[src/rtl/operand_fetch_pkg.sv]
// Shared types and constants for the operand fetch stage.
package operand_fetch_pkg;
  localparam int XLEN            = 32;
  localparam int REG_INDEX_WIDTH = 5;
  localparam logic [REG_INDEX_WIDTH-1:0] ZERO_REG = 5'd0;

  typedef enum logic [1:0] {
    EMPTY = 2'd0,
    FRESH = 2'd1,
    HELD  = 2'd2
  } of_state_e;
endpackage

[src/rtl/operand_slot.sv]
// One operand: held index, same-edge bypass capture, held value and write snoop.
// OPERAND_FETCH_LIVE_BYPASS_EN forwards a write retiring this cycle onto value_o.
module operand_slot
  import operand_fetch_pkg::*;
(
  input  logic                       clk,
  input  logic                       reset_n,
  input  logic                       accept_i,
  input  logic                       latch_i,
  input  logic                       valid_i,
  input  logic                       held_i,
  input  logic [REG_INDEX_WIDTH-1:0] rs_i,
  input  logic [XLEN-1:0]            read_value_i,
  input  logic                       write_enabled_i,
  input  logic [REG_INDEX_WIDTH-1:0] write_index_i,
  input  logic [XLEN-1:0]            write_value_i,
  output logic [REG_INDEX_WIDTH-1:0] index_o,
  output logic [XLEN-1:0]            value_o
);
  logic [REG_INDEX_WIDTH-1:0] idx_q;
  logic                       byp_q;
  logic [XLEN-1:0]            byp_val_q;
  logic [XLEN-1:0]            val_q;
  logic                       hit_new, hit_held;
  logic [XLEN-1:0]            resolved;

  assign hit_new  = write_enabled_i && (write_index_i == rs_i)  && (rs_i  != ZERO_REG);
  assign hit_held = write_enabled_i && (write_index_i == idx_q) && (idx_q != ZERO_REG);

  // The file returns pre-write data for a read on the write edge, so the
  // captured write value wins over read_value_i in the first valid cycle.
  always_comb begin
    resolved = held_i ? val_q : (byp_q ? byp_val_q : read_value_i);
    if (!valid_i || idx_q == ZERO_REG) resolved = '0;
  end

  always_ff @(posedge clk or negedge reset_n) begin
    if (!reset_n) begin
      idx_q     <= ZERO_REG;
      byp_q     <= 1'b0;
      byp_val_q <= '0;
      val_q     <= '0;
    end else if (accept_i) begin
      idx_q     <= rs_i;
      byp_q     <= hit_new;
      byp_val_q <= hit_new ? write_value_i : '0;
    end else if (latch_i) begin
      val_q     <= hit_held ? write_value_i : resolved;
    end
  end

  assign index_o = idx_q;

`ifdef OPERAND_FETCH_LIVE_BYPASS_EN
  assign value_o = (valid_i && hit_held) ? write_value_i : resolved;
`else
  assign value_o = resolved;
`endif
endmodule

[src/rtl/operand_fetch.sv]
// Single-stage operand fetch between decode and execute; hides the register
// file's 1-cycle read latency. Optional: OPERAND_FETCH_LIVE_BYPASS_EN.
module operand_fetch
  import operand_fetch_pkg::*;
#(
  parameter int TAG_WIDTH = 32
) (
  input  logic                       clk,
  input  logic                       reset_n,
  input  logic                       flush,
  input  logic                       in_valid,
  output logic                       in_ready,
  input  logic [REG_INDEX_WIDTH-1:0] in_rs1,
  input  logic [REG_INDEX_WIDTH-1:0] in_rs2,
  input  logic [TAG_WIDTH-1:0]       in_tag,
  output logic [REG_INDEX_WIDTH-1:0] read_index_1,
  output logic [REG_INDEX_WIDTH-1:0] read_index_2,
  input  logic [XLEN-1:0]            read1_value,
  input  logic [XLEN-1:0]            read2_value,
  input  logic                       write_enabled,
  input  logic [REG_INDEX_WIDTH-1:0] write_index,
  input  logic [XLEN-1:0]            write_value,
  output logic                       out_valid,
  input  logic                       out_ready,
  output logic [XLEN-1:0]            out_rs1_value,
  output logic [XLEN-1:0]            out_rs2_value,
  output logic [TAG_WIDTH-1:0]       out_tag
);
  of_state_e            state_q, state_d;
  logic [TAG_WIDTH-1:0] tag_q;
  logic                 accept, emit, latch, held;

  logic [1:0][REG_INDEX_WIDTH-1:0] rs, held_idx;
  logic [1:0][XLEN-1:0]            rd_val, op_val;

  assign out_valid = (state_q != EMPTY);
  assign held      = (state_q == HELD);
  assign in_ready  = !flush && (!out_valid || out_ready);
  assign accept    = in_valid && in_ready;
  assign emit      = out_valid && out_ready;
  // Stalled this edge: operands must be frozen (with snoop) into the slots.
  assign latch     = out_valid && !out_ready && !flush;

  always_comb begin
    state_d = state_q;
    if (flush)          state_d = EMPTY;
    else if (accept)    state_d = FRESH;
    else if (emit)      state_d = EMPTY;
    else if (out_valid) state_d = HELD;
  end

  always_ff @(posedge clk or negedge reset_n) begin
    if (!reset_n) begin
      state_q <= EMPTY;
      tag_q   <= '0;
    end else begin
      state_q <= state_d;
      if (accept) tag_q <= in_tag;
    end
  end

  assign rs     = {in_rs2, in_rs1};
  assign rd_val = {read2_value, read1_value};

  for (genvar g = 0; g < 2; g++) begin : g_slot
    operand_slot u_slot (
      .clk             (clk),
      .reset_n         (reset_n),
      .accept_i        (accept),
      .latch_i         (latch),
      .valid_i         (out_valid),
      .held_i          (held),
      .rs_i            (rs[g]),
      .read_value_i    (rd_val[g]),
      .write_enabled_i (write_enabled),
      .write_index_i   (write_index),
      .write_value_i   (write_value),
      .index_o         (held_idx[g]),
      .value_o         (op_val[g])
    );
  end

  assign read_index_1  = in_ready ? in_rs1 : held_idx[0];
  assign read_index_2  = in_ready ? in_rs2 : held_idx[1];
  assign out_rs1_value = op_val[0];
  assign out_rs2_value = op_val[1];
  assign out_tag       = tag_q;
endmodule

[config.mk]
export PLATFORM = sky130hd
export DESIGN_NAME = operand_fetch
export DESIGN_NICKNAME = d
export VERILOG_FILES = /design/src/rtl/operand_fetch_pkg.sv /design/src/rtl/operand_slot.sv /design/src/rtl/operand_fetch.sv
export SDC_FILE = /design/constraint.sdc
export NUM_CORES = 1
export LEC_CHECK = 0
export ABC_AREA = 1
export BUFFER_PORTS_ARGS = -buffer_cell sky130_fd_sc_hd__buf_4
export CORE_AREA = 2 2 154 156
export CTS_CLUSTER_SIZE = 8
export DETAILED_ROUTE_END_ITERATION = 10
export DIE_AREA = 0 0 156 158
export MAX_ROUTING_LAYER = met4
export PLACE_DENSITY = 0.71
export SETUP_SLACK_MARGIN = 0.15
export SKIP_LAST_GASP = 1
export SYNTH_ARGS = -nofsm -noshare
export SYNTH_HDL_FRONTEND = slang
export SYNTH_HIERARCHICAL = 1
export SYNTH_SLANG_ARGS = --single-unit
[constraint.sdc]
create_clock -name clk -period 2.1 [get_ports clk]
set_input_delay 0.42 -clock clk [delete_from_list [all_inputs] [get_ports clk]]
set_output_delay 0.42 -clock clk [all_outputs]
set_load 0.01 [all_outputs]
==> impl_results.md <==
* Routability cong. at 0.863
* H-tree lvl count at 4
* Worst-path cell chain: inv_2, nor2_4, inv_2, buf_12, a31oi_1, nand2_2, inv_1, buf_4
* Max Slew Vio Count at 0
* CTS tree: yes
* Final layout net count at 1935
* DR WL/cell at 17.3 µm
* Crit Path Class: flop to primary output
* Reg area at 4360 µm²
* # setup viols final at 74
* Row Count at 56
* Max-slew headroom at 65.5%
* Placed Cells incl. Taps at 1998
* Die X at 156 µm
* Max clock buf depth at 2
* Root buf cell: clkbuf_16
* Vias/cell at 5.35
* Hold Path End: state_q[1]
* Fin crit share at 106%
* Worst Hold Launch: flush
* F_max at 448 MHz
* Die height at 158 µm
* TritonCTS Buffers at 17
* Post-detail-place hpwl at 22.9 mm
* Cell Area, Placed at 12400 µm²
* R2R cell count at 16
* First-pass GRT wire length at 53.2 mm
* Leakage at 8.46 nW
* Total Routing Usage GR at 28.4%
* PwrDens at 663 nW/µm²
* R2r startpoint: state_q[1]
* Total grt overflow at 0
* Fin cells at 2088
* Num Clock Sinks at 174
* Flop2flop setup slack at 50 ps
* Multi-input combinational cell area at 4930 µm²
* Library cells used by synthesis at 24
* Share of cells above drive strength 1 at 26.5%
* Via count at 11179
* Skew-Pair Late Insertion Delay at 430 ps
* Synth warnings at 6
* Worst endpoint required time at 1680 ps
* Syn avg cell area at 6.73 µm²
* RSZ-0062 raised after global routing: yes
* Core area at 23100 µm²
* Antenna violation net count after detailed routing at 0
* Hold crit path type: input pin to flop
* Critical Path Most Common Cell: inv_2
* Vias in the first global route at 10207
* Initial core utilization at 44.1%
* Drt total wl at 36.1 mm
* Initial antenna violation count at 0
* CP Launch Type: flop
* Area grow syn2layout at 38.5%
* Die Footprint at 24600 µm²
* CP peak stage delay at 380 ps
* Maxcap violations at 0
* Failing checks: setup timing
* Seq/Total Area, Yosys at 42.9%
* WHS Path Cells at 2
* I/O pin cnt at 257
* CP Capture Type: primary output
* Post-route DRC at 0
* Drt pass-1 iters at 8
* Mapped Cells at 1509
* Initial DRC Count at 981
* Seq cells post-synth at 174
* Worst-path fanout max at 29
* Post-route cell area at 14100 µm²
* CP max stage cell: dfrtp_1
* Filler Cell Count at 2107
* Diodes inserted at 0
* Setup ws final at -135 ps
* Port Buffers at 256
* Hold Fails Final Rpt at 0
* Reg2reg end: g_slot[0].u_slot/val_q[15]
* Tmin final at 2230 ps
* Status: finished, violations left
* Final Skew at 10.1 ps
* Mapped Area at 10200 µm²
* VDD IR-drop max at 0.000532 V
* Syn nets at 1658
* Crit path DAT at 1810 ps
* Worst slew pin tran at 518 ps
* Largest net degree at the start of global routing at 49
* Clock-pin slew of the registers on the worst-case setup and hold paths at 60 ps
## synthesized netlist by cell type
library cell	n	area, µm²
xnor2_1	6	52.6
buf_1	4	15.0
buf_4	19	143
or2_1	2	12.5
nand3_1	198	991
a21oi_1	6	30.0
clkinv_1	1	3.75
buf_6	6	67.6
o21ai_0	12	60.1
inv_2	4	15.0
nand2_1	657	2470
clkbuf_1	26	97.6
nand2_4	2	22.5
o21ai_4	1	16.3
nand3_2	1	10.0
buf_2	44	220
nor2_1	78	293
nor2_2	2	12.5
nor2_4	4	45.0
inv_1	164	616
o211ai_1	2	15.0
dfrtp_1	174	4350
a31oi_1	64	400
nand4_1	32	200
## registers in the layout, indices dropped and copies added (netlist names)
| signal | count |
|---|---|
| g_slot.u_slot/index_o | 10 |
| g_slot.u_slot/val_q | 64 |
| state_q | 2 |
| g_slot.u_slot/byp_val_q | 64 |
| out_tag | 32 |
| g_slot.u_slot/byp_q | 2 |
## metal layers
metal	GRT usage, %	vias up	share of wire (%)	wire length [µm]
met1	36.3	5224	41	14600
met5	-	-	0	0
met2	45.2	592	47	16800
met4	9.96	0	3.1	1130
li1	-	5291	-	-
met3	5.56	72	9.6	3450
## where the power goes
part	leakage, nW	internal, mW	total, mW	switching (mW)
sequential	2.33	3.69	3.91	0.221
clock	0.274	1.65	3.08	1.43
combinational	5.86	1.03	2.33	1.30
total	8.46	6.37	9.32	2.95
## critical path, delay by kind of cell, from the launching register on
kind	cells	cell delay, ps
buffers and inverters	5	500
DFF	1	380
and+or+nand+nor	2	250
AOI/OAI and AO/OA	1	230
## worst max-delay path by stage
stage / startpoint / to / slack (ps) / cells after the start
after CTS: state_q[0] / out_rs1_value[4] / -90 / 7
after floorplan: state_q[1] / g_slot[0].u_slot/byp_val_q[0] / 190 / 11
after global routing: state_q[1] / out_rs2_value[17] / -230 / 8
after detailed placement: state_q[1] / g_slot[1].u_slot/byp_val_q[17] / 150 / 11
final: state_q[1] / out_rs2_value[7] / -130 / 8
after global placement: out_ready / g_slot[1].u_slot/byp_val_q[9] / 170 / 13
## cell type report
class / instances / area share (%)
clock buffer: 17 / 3.02
clock inverter: 14 / 0.960
inverter: 169 / 4.67
multi-input combinational: 1067 / 35.0
sequential: 174 / 31.0
tap: 290 / 2.58
timing repair buffer: 357 / 22.8
## timing repair
action,4_1_cts,5_1_grt
setup endpoints to repair,88,205
hold buffers,1,0
resized for setup,39,77
buffers inserted,25,16
endpoints found under the hold margin,43,0
pin swaps,11,18
cloned,3,14
## stage by stage
stage	worst slack, ps	util [%]	hold WS [ps]	total power [mW]	setup TNS (ps)
5_1_grt	-226	61.0	191	9.76	-11990
3_5_place_dp	155	53.8	405	6.01	0
6_report	-135	61.0	201	9.32	-4790
3_3_place_gp	174	53.8	412	5.98	0
4_1_cts	-93.7	57.9	188	9.19	-6110
2_1_floorplan	192	-	124	4.99	0
## placed cells by master (no fill, tap or decap), types with 2 or more instances in the layout
cell type	count
a21oi_1	4
a21oi_2	2
a31oi_1	50
a31oi_2	10
a31oi_4	4
buf_12	19
buf_16	2
buf_4	312
buf_6	7
buf_8	6
clkbuf_16	27
clkinv_2	3
clkinv_4	3
clkinvlp_4	2
dfrtp_1	172
dfrtp_2	2
inv_1	152
inv_2	10
inv_4	4
inv_6	4
inv_8	3
nand2_1	631
nand2_2	25
nand2_4	3
nand3_1	192
nand3_2	6
nand4_1	32
nor2_1	65
nor2_2	9
nor2_4	10
o211ai_1	2
o21ai_0	10
o21ai_1	2
or2_1	2
xnor2_1	6
## cell families (layout without fill, tap and decap cells)
group                     count (synthesis)  in the layout  synth area share, %
and+or+nand+nor                         976            976                 39.9
AOI/OAI and AO/OA                        85             85                 5.14
DFF                                     174            174                 42.9
buffers and inverters                   268            557                 11.6
xor gates and xnor gates                  6              6                0.517
Note: power is estimated with default switching activity, not from simulation.
